File: config.mk
export PLATFORM = sky130hd
export DESIGN_NAME = clic_irq_arbiter
export DESIGN_NICKNAME = d
export VERILOG_FILES = /design/src/rtl/clic_irq_arbiter_pkg.sv /design/src/rtl/clic_irq_arbiter_tree.sv /design/src/rtl/clic_irq_arbiter.sv
export SDC_FILE = /design/constraint.sdc
export NUM_CORES = 2
export LEC_CHECK = 0
export BUFFER_PORTS_ARGS = -buffer_cell sky130_fd_sc_hd__buf_2
export CORE_AREA = 2 2 379 381
export DETAILED_ROUTE_END_ITERATION = 10
export DIE_AREA = 0 0 381 383
export HOLD_SLACK_MARGIN = 0.06
export PLACE_DENSITY = 0.42
export SLEW_MARGIN = 20
export SYNTH_ARGS = -nofsm -noshare
export SYNTH_HDL_FRONTEND = slang
export SYNTH_SLANG_ARGS = --single-unit
File: constraint.sdc
create_clock -name clk_i -period 26.2 [get_ports clk_i]
set_input_delay 5.24 -clock clk_i [delete_from_list [all_inputs] [get_ports clk_i]]
set_output_delay 5.24 -clock clk_i [all_outputs]
set_load 0.01 [all_outputs]
File: src/rtl/clic_irq_arbiter_pkg.sv
// Shared types and helpers for the CLIC interrupt arbiter.
// Preemption is enabled by defining CLIC_ARB_PREEMPT_EN.
package clic_irq_arbiter_pkg;

    typedef enum logic [1:0] {
        IDLE = 2'd0,
        REQ  = 2'd1,
        KILL = 2'd2,
        COOL = 2'd3
    } clic_arb_state_e;

    // Widths sized for the largest supported configuration (NumSrc <= 256, LevelWidth <= 16)
    localparam int CLIC_ID_W_MAX  = 8;
    localparam int CLIC_LVL_W_MAX = 16;

    localparam logic [1:0] PRIV_U = 2'b00;
    localparam logic [1:0] PRIV_S = 2'b01;
    localparam logic [1:0] PRIV_M = 2'b11;

    typedef struct packed {
        logic                      valid;
        logic [CLIC_ID_W_MAX-1:0]  id;
        logic [CLIC_LVL_W_MAX-1:0] level;
        logic [1:0]                priv;
    } clic_arb_winner_t;

    function automatic logic [1:0] clic_priv_rank(input logic [1:0] priv);
        case (priv)
            PRIV_M:  return 2'd2;
            PRIV_S:  return 2'd1;
            default: return 2'd0;
        endcase
    endfunction

endpackage

File: src/rtl/clic_irq_arbiter_tree.sv
// Combinational binary max tree over {privilege rank, level}; ties resolve to the lowest index.
module clic_arb_tree
    import clic_irq_arbiter_pkg::*;
#(
    parameter int NumSrc     = 64,
    parameter int LevelWidth = 8
) (
    input  logic [NumSrc-1:0]            elig,
    input  logic [NumSrc*LevelWidth-1:0] level,
    input  logic [NumSrc*2-1:0]          priv,
    output clic_arb_winner_t             winner
);

    localparam int IdWidth = $clog2(NumSrc);
    localparam int Leaves  = 2 ** IdWidth;

    function automatic logic [CLIC_LVL_W_MAX+1:0] arb_key(input clic_arb_winner_t w);
        return {clic_priv_rank(w.priv), w.level};
    endfunction

    // Heap layout: node 0 is the root, leaves start at Leaves-1; the left child always holds lower indices
    always_comb begin
        clic_arb_winner_t node [2*Leaves-1];
        for (int i = 0; i < 2*Leaves-1; i++) begin
            node[i] = '0;
        end
        for (int i = 0; i < NumSrc; i++) begin
            node[Leaves-1+i].valid                  = elig[i];
            node[Leaves-1+i].id                     = CLIC_ID_W_MAX'(i);
            node[Leaves-1+i].level[LevelWidth-1:0]  = level[i*LevelWidth +: LevelWidth];
            node[Leaves-1+i].priv                   = priv[2*i +: 2];
        end
        for (int k = Leaves-2; k >= 0; k--) begin
            if (node[2*k+1].valid &&
                (!node[2*k+2].valid || arb_key(node[2*k+1]) >= arb_key(node[2*k+2]))) begin
                node[k] = node[2*k+1];
            end else begin
                node[k] = node[2*k+2];
            end
        end
        winner = node[0];
    end

endmodule

File: src/rtl/clic_irq_arbiter.sv
// CLIC interrupt arbiter: pending capture, winner selection and the one-hot request handshake to id_stage.
// Define CLIC_ARB_PREEMPT_EN to allow withdrawing a held request through the kill handshake.
module clic_irq_arbiter
    import clic_irq_arbiter_pkg::*;
#(
    parameter  int NumSrc     = 64,
    parameter  int LevelWidth = 8,
    localparam int IdWidth    = $clog2(NumSrc)
) (
    input  logic                         clk_i,
    input  logic                         rst_i,
    input  logic [NumSrc-1:0]            src_i,
    input  logic [NumSrc-1:0]            src_trig_i,
    input  logic [NumSrc-1:0]            src_en_i,
    input  logic [NumSrc*LevelWidth-1:0] src_level_i,
    input  logic [NumSrc*2-1:0]          src_priv_i,
    output logic [NumSrc-1:0]            pending_o,
    output logic                         irq_valid_o,
    input  logic                         irq_ready_i,
    output logic [NumSrc-1:0]            irq_onehot_o,
    output logic [IdWidth-1:0]           irq_id_o,
    output logic [LevelWidth-1:0]        irq_level_o,
    output logic [1:0]                   irq_priv_o,
    output logic                         irq_kill_req_o,
    input  logic                         irq_kill_ack_i
);

    clic_arb_state_e     state_q;
    logic [NumSrc-1:0]   pend_q, src_q, pend_d, clr_edge;
    clic_arb_winner_t    winner_d, winner_q;
    logic                valid_q, kill_q, accept;
    logic [NumSrc-1:0]   onehot_q;
    logic [IdWidth-1:0]  id_q;
    logic [LevelWidth-1:0] level_q;
    logic [1:0]          priv_q;

    clic_arb_tree #(
        .NumSrc     (NumSrc),
        .LevelWidth (LevelWidth)
    ) u_tree (
        .elig   (pend_q & src_en_i),
        .level  (src_level_i),
        .priv   (src_priv_i),
        .winner (winner_d)
    );

    // A freshly detected edge beats the clear from an acceptance in the same cycle
    assign accept   = ((state_q == REQ) || (state_q == KILL)) && irq_ready_i;
    assign clr_edge = accept ? onehot_q : '0;
    assign pend_d   = (src_trig_i & ((pend_q & ~clr_edge) | (src_i & ~src_q))) |
                      (~src_trig_i & src_i);

`ifdef CLIC_ARB_PREEMPT_EN
    logic preempt;
    logic unused_bits;
    assign preempt = winner_q.valid &&
                     ({clic_priv_rank(winner_q.priv), winner_q.level[LevelWidth-1:0]} >
                      {clic_priv_rank(priv_q), level_q});
    assign irq_kill_req_o = kill_q;
    assign unused_bits    = ^{winner_q.id, winner_q.level};
`else
    logic unused_bits;
    assign irq_kill_req_o = 1'b0;
    assign unused_bits    = ^{winner_q.id, winner_q.level, irq_kill_ack_i, kill_q};
`endif

    always_ff @(posedge clk_i) begin
        if (rst_i) begin
            state_q  <= IDLE;
            pend_q   <= '0;
            src_q    <= '0;
            winner_q <= '0;
            valid_q  <= 1'b0;
            kill_q   <= 1'b0;
            onehot_q <= '0;
            id_q     <= '0;
            level_q  <= '0;
            priv_q   <= '0;
        end else begin
            src_q    <= src_i;
            pend_q   <= pend_d;
            winner_q <= winner_d;
            case (state_q)
                IDLE: begin
                    if (winner_q.valid) begin
                        state_q  <= REQ;
                        valid_q  <= 1'b1;
                        id_q     <= winner_q.id[IdWidth-1:0];
                        level_q  <= winner_q.level[LevelWidth-1:0];
                        priv_q   <= winner_q.priv;
                        onehot_q <= NumSrc'(1) << winner_q.id[IdWidth-1:0];
                    end
                end
                REQ: begin
                    if (irq_ready_i) begin
                        state_q  <= COOL;
                        valid_q  <= 1'b0;
                        onehot_q <= '0;
                        id_q     <= '0;
                        level_q  <= '0;
                        priv_q   <= '0;
                    end
`ifdef CLIC_ARB_PREEMPT_EN
                    else if (preempt) begin
                        state_q <= KILL;
                        kill_q  <= 1'b1;
                    end
`endif
                end
                KILL: begin
                    if (irq_ready_i) begin
                        state_q  <= COOL;
                        valid_q  <= 1'b0;
                        kill_q   <= 1'b0;
                        onehot_q <= '0;
                        id_q     <= '0;
                        level_q  <= '0;
                        priv_q   <= '0;
                    end
`ifdef CLIC_ARB_PREEMPT_EN
                    else if (irq_kill_ack_i) begin
                        state_q  <= IDLE;
                        valid_q  <= 1'b0;
                        kill_q   <= 1'b0;
                        onehot_q <= '0;
                        id_q     <= '0;
                        level_q  <= '0;
                        priv_q   <= '0;
                    end
`endif
                end
                COOL:    state_q <= IDLE;
                default: state_q <= IDLE;
            endcase
        end
    end

    assign pending_o    = pend_q;
    assign irq_valid_o  = valid_q;
    assign irq_onehot_o = onehot_q;
    assign irq_id_o     = id_q;
    assign irq_level_o  = level_q;
    assign irq_priv_o   = priv_q;

endmodule

==> metrics.txt <==
status=complete, no violations; final wirelength=179000 µm; Pre-Repair DR Iteration Count=5; CTS Buffer Depth=3; syn avg cell area=7.75 µm²; Worst Setup End Kind=flop; routed length per instance=24.4 µm; Port Buffer Count=979; drt drc=0; Arr. time, crit path=19.44 ns; Yosys reg bits=228; fin crit share=72.4%; Worst Path Max Fanout=21; unrepaired setup endpoints after global routing=false; Leak=22.3 nW; clk_lat worst skew=0.60 ns; Tightest Hold Check Type=flop to flop; Mapped Nets=5928; Setup Skew=0.0270 ns; slowest stage delay, CP=0.82 ns; CTS HTree Levels=2; Starting Density=24.3%; final setup fails=0; Tmin final=18.96 ns; Worst path slowest cell=o21ai_2; Resized Gates After CTS=0; Synth Instances=4460; CTS tree=done; worst setup path class=input port to flop; core area=142000 µm²; fraction of layout instances using a drive strength above 1=22.8%; Nets=6855; Die Area=146000 µm²; Mapped Area=34600 µm²; initial antenna violation count=45; Root Buffer=clkbuf_16; HPWL after DPL=157000 µm; Final ANT Viol Nets=0; placed inst area=41700 µm²; Slew headroom=20.7%; post-layout util=30.3%; f_max=0.0527 GHz; final slew viol count=0; post-detailed-route via-to-cell ratio=5.10; Post-synth EDFFs=0; register area share after synthesis=13.2%; Hold-fix buffers, CTS=0; GRT Residual Overflow=0; CP top delay family=compound AO/OA/AOI/OAI gates; CP bufs+invs=7; row count=139; DR iter-0 viols=2145; largest net degree at the start of global routing=63; ys flop type=dfxtp_1; most frequent CP cell=ha_1; Power Density=66.6 nW/µm²; fin area=43100 µm²; I/O pin count=982; Fin Setup TNS=0 ns; CP required=26.68 ns; CTS clk-pin slew, worst paths=0.05 ns; area delta synth->final=24.8%; Num CTS Buffers=39; Final Hold Viols=0; Synth warnings=0; CTS Sinks=228; first-pass GRT wire length=254000 µm; vias in the first global route=37000; Total Routing Usage GR=23.5%; Pwr Total=0.00287 W; Worst setup SP type=input port; Die W=381 µm; Slew @ Worst Pin=1.18 ns; count of cell types in the netlist=102; via count=37400; async set or reset register ratio after synthesis=0%; routability cong.=0.918; VDD IR max=0.0000747 V; die height=383 µm; number of max-cap violations=0; Setup Fix Bufs, Post-CTS=0
worst reg2reg max path, delay by kind of cell, from the launching register on:
kind | cells | cell delay, ns
buffers and inverters | 6 | 1.29
DFF | 1 | 0.42
AOI/OAI and AO/OA | 25 | 6.50
and+or+nand+nor | 11 | 3.77
muxes | 2 | 0.78
adders and majority gates | 5 | 1.45
cell usage after synthesis, drive strengths merged (24+ instances only):
master | instances | area, µm²
and2 | 61 | 382
nand2b | 123 | 769
mux2i | 328 | 3300
inv | 432 | 1620
a211oi | 122 | 916
nor3b | 26 | 200
buf | 41 | 231
nor2 | 253 | 957
clkbuf | 100 | 375
dfxtp | 228 | 4560
mux2 | 42 | 477
a22oi | 112 | 865
nand4 | 42 | 263
or2 | 24 | 150
nand2 | 419 | 1570
ha | 632 | 7910
a21o | 129 | 968
nor2b | 123 | 769
a21oi | 238 | 1210
o21ai | 211 | 1070
a21boi | 24 | 180
o211ai | 50 | 390
a22o | 56 | 490
nand3 | 88 | 445
nor3 | 108 | 551
o21a | 58 | 435
cells by family after synthesis:
family	Yosys count	share of synthesized area, %
mux	370	10.9
compound gates	1297	27.0
fa+ha+maj	632	22.9
other cells	1	0.0108
buf+inv	573	6.45
flops	228	13.2
simple gates	1359	19.6
layer usage:
layer	share of wire, %	vias up	GRT usage [%]
li1	-	18400	-
met1	43	17800	29.2
met2	49	968	41.6
met3	5.3	197	4.03
met4	2.3	18	5.87
met5	0.065	-	0
where the power goes:
part,switching (W),internal [W]
Sequential,0.0000347,0.000386
Clock,0.000221,0.000352
Combinational,0.00120,0.000683
final cells by class:
type,count,area [µm²]
diodes,22,55.1
well taps,1903,2380
repair buffers,1027,5280
inverters,432,1620
fillers,15700,99100
multi-input cells,3659,27900
clock inverters,17,246
clock buffers,53,1130
flip-flops and latches,228,4560
cells in the final DEF, fill, tap and decap left out, types with 59 or more instances in the layout:
cell type,synthesis,routed
a211oi_1,122,121
a21o_1,129,129
a21oi_1,232,231
a22oi_1,109,109
and2_1,60,59
buf_2,29,978
dfxtp_1,228,228
ha_1,632,632
inv_1,432,432
mux2i_1,327,327
nand2_1,419,419
nand2b_1,123,123
nand3_1,87,87
nor2_1,250,250
nor2b_1,123,123
nor3_1,106,100
o21ai_0,195,192
path summary, 6_finish.rpt:
| check | from | slack [ns] | endpoint | cells past startpoint |
|---|---|---|---|---|
| worst max register to register | pending_o[63] | 11.86 | winner_q[9] | 49 |
| worst max-delay path | src_priv_i[125] | 7.24 | winner_q[9] | 51 |
| worst min register to register | src_q[17] | 0.46 | pending_o[17] | 2 |
| worst min-delay path | src_q[17] | 0.46 | pending_o[17] | 2 |
registers in the layout, summed over array words and instances (netlist names):
name,count
irq_level_o,8
irq_priv_o,2
winner_q,17
state_q,2
src_q,64
pending_o,64
irq_valid_o,1
irq_id_o,6
irq_onehot_o,64
per-stage QoR:
stage	hold slack [ns]	std cells	setup slack, ns
after floorplan	0.441	4460	9.44
after global placement	0.445	7248	6.60
after detailed placement	0.450	7249	6.69
after CTS	0.465	7319	7.28
after global routing	0.475	7333	6.44
final	0.460	7341	7.24
No activity file was read; power rests on OpenSTA's default activity.
